### src/rtl/branch_resolve_queue_pkg.sv
// Shared types and constants for the branch resolve queue.
package branch_resolve_queue_pkg;

  localparam int BRQ_ADDR_W = 3;
  localparam int BRQ_CNT_W  = 16;

  // One in-flight branch: predictor table address and the direction fetch guessed.
  typedef struct packed {
    logic [BRQ_ADDR_W-1:0] addr;
    logic                  pred;
  } brq_entry_t;

  // Ceiling log2 for pointer widths. Returns at least 1 so that DEPTH=2 still gets a 1-bit pointer.
  function automatic int brq_clog2(input int value);
    int result;
    result = 1;
    for (int i = 1; i < 31; i++) begin
      if ((1 << i) < value) result = i + 1;
    end
    return result;
  endfunction

endpackage

### src/rtl/branch_resolve_queue_fifo.sv
// Circular buffer of in-flight branch entries with occupancy tracking and a
// flush input that empties the queue and rewinds both pointers to slot 0.
module brq_fifo
  import branch_resolve_queue_pkg::*;
#(
  parameter int DEPTH = 4,
  parameter int WIDTH = BRQ_ADDR_W + 1
) (
  input  logic             clk,
  input  logic             srst,
  input  logic             push,       // already qualified: caller guarantees a free slot
  input  logic [WIDTH-1:0] push_data,
  input  logic             pop,        // already qualified: caller guarantees not empty
  input  logic             flush,      // discards everything, including a same-cycle push
  output logic [WIDTH-1:0] head_data,
  output logic             full,
  output logic             empty
);

  localparam int PTR_W = brq_clog2(DEPTH);
  localparam logic [PTR_W:0] DEPTH_C = (PTR_W + 1)'(DEPTH);

  logic [WIDTH-1:0] mem [DEPTH];
  logic [PTR_W-1:0] head_q, head_d;
  logic [PTR_W-1:0] tail_q, tail_d;
  logic [PTR_W:0]   count_q, count_d;

  // Next pointer/occupancy: flush wins, otherwise push and pop act independently.
  always_comb begin
    head_d  = head_q;
    tail_d  = tail_q;
    count_d = count_q;
    if (flush) begin
      head_d  = '0;
      tail_d  = '0;
      count_d = '0;
    end else begin
      if (push) tail_d = tail_q + PTR_W'(1);
      if (pop)  head_d = head_q + PTR_W'(1);
      case ({push, pop})
        2'b10:   count_d = count_q + (PTR_W + 1)'(1);
        2'b01:   count_d = count_q - (PTR_W + 1)'(1);
        default: count_d = count_q;
      endcase
    end
  end

  // Pointer and occupancy registers.
  always_ff @(posedge clk) begin
    if (srst) begin
      head_q  <= '0;
      tail_q  <= '0;
      count_q <= '0;
    end else begin
      head_q  <= head_d;
      tail_q  <= tail_d;
      count_q <= count_d;
    end
  end

  // Entry storage; a write during flush lands in a slot that is immediately treated as free.
  always_ff @(posedge clk) begin
    if (push) mem[tail_q] <= push_data;
  end

  assign head_data = mem[head_q];
  assign full      = (count_q == DEPTH_C);
  assign empty     = (count_q == '0);

endmodule

### src/rtl/branch_resolve_queue.sv
// Matches resolved branches against their fetch-time predictions in order,
// drives the predictor update port, flushes wrong-path entries on a mispredict
// and keeps resolve/mispredict statistics.
module branch_resolve_queue
  import branch_resolve_queue_pkg::*;
#(
  parameter int DEPTH  = 4,
  parameter int ADDR_W = BRQ_ADDR_W,
  parameter int CNT_W  = BRQ_CNT_W
) (
  input  logic              CLOCK,
  input  logic              INIT,
  input  logic              PUSH,
  input  logic [ADDR_W-1:0] PUSH_ADDR,
  input  logic              PUSH_PRED,
  input  logic              RESOLVE,
  input  logic              TAKEN,
  output logic              FULL,
  output logic              EMPTY,
  output logic              UPD_VALID,
  output logic [ADDR_W-1:0] UPD_ADDR,
  output logic              UPD_OUTCOME,
  output logic              MISPREDICT,
  output logic              RESOLVE_ERR,
  output logic              OVERFLOW,
  output logic [CNT_W-1:0]  MISS_COUNT,
  output logic [CNT_W-1:0]  RESOLVED_COUNT
);

  logic [ADDR_W:0]   push_data;
  logic [ADDR_W:0]   head_data;
  logic [ADDR_W-1:0] head_addr;
  logic              head_pred;
  logic              fifo_full;
  logic              fifo_empty;

  logic pop_ok;
  logic mispredict_c;
  logic push_ok;
  logic overflow_c;

  logic              upd_valid_q,      upd_valid_d;
  logic [ADDR_W-1:0] upd_addr_q,       upd_addr_d;
  logic              upd_outcome_q,    upd_outcome_d;
  logic              mispredict_q,     mispredict_d;
  logic              resolve_err_q,    resolve_err_d;
  logic              overflow_q,       overflow_d;
  logic [CNT_W-1:0]  miss_count_q,     miss_count_d;
  logic [CNT_W-1:0]  resolved_count_q, resolved_count_d;

  assign push_data = {PUSH_ADDR, PUSH_PRED};
  assign head_addr = head_data[ADDR_W:1];
  assign head_pred = head_data[0];

  // Accept/pop decisions. A mispredict discards the same-cycle push (it is wrong-path),
  // and a correct pop frees a slot so a push while full is still accepted.
  always_comb begin
    pop_ok       = RESOLVE && !fifo_empty;
    mispredict_c = pop_ok && (TAKEN != head_pred);
    push_ok      = PUSH && !mispredict_c && (!fifo_full || pop_ok);
    overflow_c   = PUSH && !mispredict_c && fifo_full && !pop_ok;
  end

  brq_fifo #(
    .DEPTH (DEPTH),
    .WIDTH (ADDR_W + 1)
  ) u_fifo (
    .clk       (CLOCK),
    .srst      (INIT),
    .push      (push_ok),
    .push_data (push_data),
    .pop       (pop_ok),
    .flush     (mispredict_c),
    .head_data (head_data),
    .full      (fifo_full),
    .empty     (fifo_empty)
  );

  // Next values for the registered update port, error strobes and statistics.
  always_comb begin
    upd_valid_d      = pop_ok;
    upd_addr_d       = pop_ok ? head_addr : upd_addr_q;
    upd_outcome_d    = pop_ok ? TAKEN : upd_outcome_q;
    mispredict_d     = mispredict_c;
    resolve_err_d    = RESOLVE && fifo_empty;
    overflow_d       = overflow_q || overflow_c;
    resolved_count_d = resolved_count_q + CNT_W'(pop_ok);
    miss_count_d     = miss_count_q + CNT_W'(mispredict_c);
  end

  // Output and statistics registers; INIT discards everything without emitting updates.
  always_ff @(posedge CLOCK) begin
    if (INIT) begin
      upd_valid_q      <= 1'b0;
      upd_addr_q       <= '0;
      upd_outcome_q    <= 1'b0;
      mispredict_q     <= 1'b0;
      resolve_err_q    <= 1'b0;
      overflow_q       <= 1'b0;
      resolved_count_q <= '0;
      miss_count_q     <= '0;
    end else begin
      upd_valid_q      <= upd_valid_d;
      upd_addr_q       <= upd_addr_d;
      upd_outcome_q    <= upd_outcome_d;
      mispredict_q     <= mispredict_d;
      resolve_err_q    <= resolve_err_d;
      overflow_q       <= overflow_d;
      resolved_count_q <= resolved_count_d;
      miss_count_q     <= miss_count_d;
    end
  end

  assign FULL           = fifo_full;
  assign EMPTY          = fifo_empty;
  assign UPD_VALID      = upd_valid_q;
  assign UPD_ADDR       = upd_addr_q;
  assign UPD_OUTCOME    = upd_outcome_q;
  assign MISPREDICT     = mispredict_q;
  assign RESOLVE_ERR    = resolve_err_q;
  assign OVERFLOW       = overflow_q;
  assign MISS_COUNT     = miss_count_q;
  assign RESOLVED_COUNT = resolved_count_q;

endmodule

### config.mk
export PLATFORM = sky130hd
export DESIGN_NAME = branch_resolve_queue
export DESIGN_NICKNAME = d
export VERILOG_FILES = /design/src/rtl/branch_resolve_queue_pkg.sv /design/src/rtl/branch_resolve_queue_fifo.sv /design/src/rtl/branch_resolve_queue.sv
export SDC_FILE = /design/constraint.sdc
export NUM_CORES = 1
export LEC_CHECK = 0
export BUFFER_PORTS_ARGS = -buffer_cell sky130_fd_sc_hd__buf_2
export CAP_MARGIN = 40
export CELL_PAD_IN_SITES_DETAIL_PLACEMENT = 0
export CELL_PAD_IN_SITES_GLOBAL_PLACEMENT = 1
export CORE_MARGIN = 2
export CORE_UTILIZATION = 46
export DETAILED_ROUTE_END_ITERATION = 12
export PLACE_DENSITY = 0.81
export SYNTH_ARGS = -nofsm -noshare
export SYNTH_HDL_FRONTEND = slang
export SYNTH_SLANG_ARGS = --single-unit
### constraint.sdc
create_clock -name CLOCK -period 4.6 [get_ports CLOCK]
set_clock_uncertainty 0.15 [all_clocks]
set_input_delay 0.23 -clock CLOCK [delete_from_list [all_inputs] [get_ports CLOCK]]
set_output_delay 0.23 -clock CLOCK [all_outputs]
set_load 0.02 [all_outputs]
# Word-level counts from Yosys, hierarchy flattened
# Memory sizes are Yosys's and may differ from the RTL's. A register that Yosys moved wholly into a read port is not among the register bits.
# Cells that the tools add are included.
totals:
  n_memories: 1
  mem_bits_rw: 16
  input_bits: 9
  ff_bits: 47
  out_inout_bits: 42
mem_list:
  columns: ["name", "words", "word_bits", "read_ports", "rd_clocked_by_memory_dff", "write_ports", "line", "source"]
  rows:
  - ["u_fifo.mem", 4, 4, 1, 1, 1, "branch_resolve_queue_fifo.sv:23", "logic [WIDTH-1:0] mem [DEPTH];"]
classes:
  add_sub_neg: 6
  eq_ne: 4
  mux: 5
  n_reduce_logical: 16
op_table:
  columns: ["cell", "n"]
  rows:
  - ["$add A16 B1 Y16", 2]
  - ["$logic_and A1 B1 Y1", 7]
  - ["$pmux W3 S2", 1]
  - ["$add A2 B1 Y2 const B", 2]
  - ["$logic_not A1 Y1", 4]
  - ["$mux W2", 2]
  - ["$add A3 B1 Y3 const B", 1]
  - ["$eq A3 B3 Y1 const B", 1]
  - ["$logic_not A3 Y1", 1]
  - ["$sub A3 B1 Y3 const B", 1]
  - ["$eq A2 B1 Y1 const B", 1]
  - ["$eq A2 B2 Y1 const B", 1]
  - ["$logic_or A1 B1 Y1", 2]
  - ["$mux W1", 2]
  - ["$reduce_bool A2 Y1", 1]
  - ["$reduce_or A2 Y1", 1]
  - ["$ne A1 B1 Y1", 1]

# Logic depth before layout (Yosys ltp)
depth:
  ltp_word: 9
  depth_mapped: 10
  ltp_nobuf: 8

# Hierarchy
# From an unflattened synthesis, not the netlist that was laid out.
hier_totals:
  cells_unflattened: 255
  area_unflattened_um2: 2746.4
by_module_without_submodules:
  columns: ["mod", "n_inst", "area_per_inst_um2", "seq_area_each_um2", "cells_per_inst"]
  rows:
  - ["branch_resolve_queue", 1, 1727.9, 800.8, 187]
  - ["brq_fifo", 1, 1018.5, 660.6, 68]

# Least setup slack after synthesis
# Ideal clock, no wire load.
synth_path:
  kind: "register -> register"
  startpoint: "register with a tool-made name"
  endpoint: "register miss_count_q[13], in the netlist MISS_COUNT[13]"
  arrival_ns: 2.560
  slack_ns: 1.819
  setup_time_ns: 0.071
  required_time_ns: 4.379
  period_less_slack_ns: 2.781
  path_buffers: 0
  stages_incl_launch_ff: 9
  path_cell_list: "dfxtp_1 mux4_2 xnor2_2 nor2_1 ha_1 inv_1 or4b_4 or3_1 a21oi_1"
synth_lines:
  columns: ["item", "line", "source"]
  rows:
  - ["to (signal assigned)", "branch_resolve_queue.sv:110", "miss_count_q <= miss_count_d;"]
  - ["to (decl)", "branch_resolve_queue.sv:48", "logic [CNT_W-1:0] miss_count_q, miss_count_d;"]

==> flow_metrics.tcl <==
set metrics [dict create \
    worstSetupPathType "reg -> reg" \
    final-instance-count-excl-fill 403 \
    cap_viol_max_count 0 \
    crit_fanout 6 \
    crit_path_end "MISS_COUNT[13]$_SDFF_PP0_" \
    routed_wl_um 5090 \
    grt_pass1_wl_um 8650 \
    hold_buffers 4 \
    diodes 0 \
    synth-async-reset-ratio_pct 0 \
    cts_max_level 3 \
    vias 2057 \
    final_common_cell "buf_2" \
    insertion_delay_ns 0.34 \
    period_share_pct 64.2 \
    die_w_um 82.0 \
    grt_max_degree 43 \
    p_comb_share_pct 17.6 \
    drt-vias-per-instance 5.10 \
    setup_viol 0 \
    powerDensity_nw_per_um2 399 \
    nets 341 \
    synth_top_area_cell "dfxtp_1" \
    area_growth_pct 18.1 \
    die_h_um 82.0 \
    yosys_warnings 0 \
    firstDrtPassIters 4 \
    max_stage_delay_ns 0.59 \
    swShare_pct 29.9 \
    critPathLaunchType "register" \
    hold_viol_final 0 \
    slew_headroom_pct 50.0 \
    io-pin-count 51 \
    ant_nets 0 \
    min-delay-path-class "in -> reg" \
    cts_tree "built" \
    initial_core_util_pct 47.5 \
    clock_power_share_pct 31.8 \
    pwr-share-seq_pct 50.6 \
    p_int_w 0.000925 \
    first_global_vias 2007 \
    fillerInstances 543 \
    first_iter_violations 51 \
    crit_chain "mux4_2, xnor2_2, nor2_1, ha_1, inv_1, or4b_4, or3_1, a21oi_1" \
    die_area_sq_um 6720 \
    synth_top_area_share_pct 35.1 \
    gp_congestion 0.761 \
    vdd_drop_max_mv 0.217 \
    status "finished clean" \
    core.rowCount 28 \
    clock_path_buffers 2 \
    switching_power_w 0.000394 \
    grt-ovfl-total 0 \
    drive_above_1_share_pct 23.2 \
    worstPathRequired_ns 4.73 \
    ys_seq_area_share_pct 52.2 \
    postSynthCellCount 269 \
    numCtsBuffers 9 \
    rrSetupSlack_ns 1.65 \
    syn_nets 287 \
    period_minus_slack_ns 2.95 \
    worstMarginPinSlew_ns 0.750 \
    leakagePower_nw 1.36 \
    cts_resized 0 \
    netlist-cell-type-count 42 \
    dp_cells 383 \
    antenna_found_initial 0 \
    synthTopCellsByArea "dfxtp_1, edfxtp_1, xor2_1, nor2_1, ha_1" \
    post_drt_wl_per_cell_um 12.6 \
    io_buffers 50 \
    final_cell_mix "buf_2, dfxtp_1, nor2_1" \
    synth_area_sq_um 2800 \
    end_kind "register" \
    arrival_ns 3.08 \
    yosys_register_bits 65 \
    tns_ns 0 \
    slowest_stage "mux4_2" \
    slew_viol_final 0 \
    clockRootBuffer "clkbuf_8" \
    fmax_mhz 339 \
    postCtsSetupRepairBufs 0 \
    dpl.hpwl_um 3570 \
    drc 0 \
    cts_num_sinks 65 \
    reg2reg_to "MISS_COUNT[13]$_SDFF_PP0_" \
    synth_ff_type "dfxtp_1" \
    r2r_cells 8 \
    synth.avg_cell_area_sq_um 10.4 \
    path_clk_slew_ns 0.08 \
    core_sq_um 5890 \
    track_usage_pct 17.2 \
    synth-edff-count 16 \
    rsz0062_at_grt "false" \
]
[power groups by stage]
| stage | Clock (W) | Combinational, W | Sequential [W] |
|---|---|---|---|
| finish | 0.000420 | 0.000232 | 0.000668 |
| global placement | 0 | 0.000229 | 0.000681 |
| global route | 0.000456 | 0.000261 | 0.000675 |
| detailed placement | 0 | 0.000233 | 0.000682 |
| CTS | 0.000433 | 0.000236 | 0.000669 |
| floorplan | 0 | 0.000165 | 0.000690 |
[state kept, by name, indices dropped and copies added (netlist names), 2 cells and up, named ones only]
name and count:
u_fifo.mem 16, RESOLVED_COUNT 16, MISS_COUNT 16, u_fifo.count_q 3, u_fifo.head_q 2, u_fifo.tail_q 2
UPD_ADDR 3
[worst min-delay path by stage]
stage / cells past startpoint / start / end / slack [ns]
final: 3 / TAKEN / UPD_OUTCOME$_SDFFE_PP0N_ / 0.03
after global placement: 2 / UPD_ADDR[0]$_SDFFE_PP0N_ / UPD_ADDR[0]$_SDFFE_PP0N_ / 0.29
after CTS: 3 / TAKEN / UPD_OUTCOME$_SDFFE_PP0N_ / 0.02
after global routing: 3 / TAKEN / UPD_OUTCOME$_SDFFE_PP0N_ / 0.03
after detailed placement: 2 / UPD_ADDR[1]$_SDFFE_PP0N_ / UPD_ADDR[1]$_SDFFE_PP0N_ / 0.30
after floorplan: 0 / PUSH_PRED / u_fifo.mem[0][0]$_DFFE_PP_ / 0.18
[per-layer routing]
metal,GRT usage [%],up-vias,wire (um)
met5,0,-,0
met4,9.00,0,123
met3,5.05,11,237
met2,28.4,39,2410
met1,20.2,957,2310
li1,-,1050,-
[synth_stat cells (2+ instances only)]
cell,n
mux4_2,4
nand2b_1,2
and2_1,7
or3_1,6
nor2_1,34
nand2_1,16
clkbuf_1,6
edfxtp_1,16
dfxtp_1,49
inv_1,9
a21oi_1,13
nor2b_1,3
nor3_1,5
nand4_1,10
a211oi_1,2
mux2i_1,2
a31oi_1,4
o21ai_0,9
and3_1,4
xor2_1,18
and4_1,4
nand3_1,8
xnor2_1,10
ha_1,8
buf_2,3
[critical path, delay by kind of cell, from the launching register on]
kind            cells  cell delay, ns
flops               1            0.47
compound gates      1            0.14
buf+inv             1            0.05
fa+ha+maj           1            0.21
simple gates        3            1.08
mux                 1            0.59
xor+xnor            1            0.21
[area by class of cell]
class                      count  area (sq um)  area share, %
sequential                    65          1460           44.2
clock inverter                 7          46.3           1.40
tap                           75          93.8           2.84
multi-input combinational    184          1250           38.0
clock buffer                   9           124           3.75
inverter                       9          33.8           1.02
timing repair buffer          54           290           8.79
[through the flow]
stage               total power [W]  hold WS (ns)  area, sq um  setup WS, ns  util, %
global placement           0.000909         0.292         3090          1.69     52.6
finish                      0.00132        0.0309         3300          1.65     56.1
global route                0.00139        0.0350         3300          1.41     56.1
CTS                         0.00134        0.0179         3300          1.62     56.1
floorplan                  0.000855         0.179         2800          1.82        -
detailed placement         0.000915         0.298         3090          1.63     52.6
[cells by family after synthesis]
logic type	synth area share, %
buf+inv	2.95
fa+ha+maj	4.29
flops	52.2
xor+xnor	9.35
compound gates	7.16
mux	3.94
simple gates	20.1
Power figures use the tool's default switching activity.
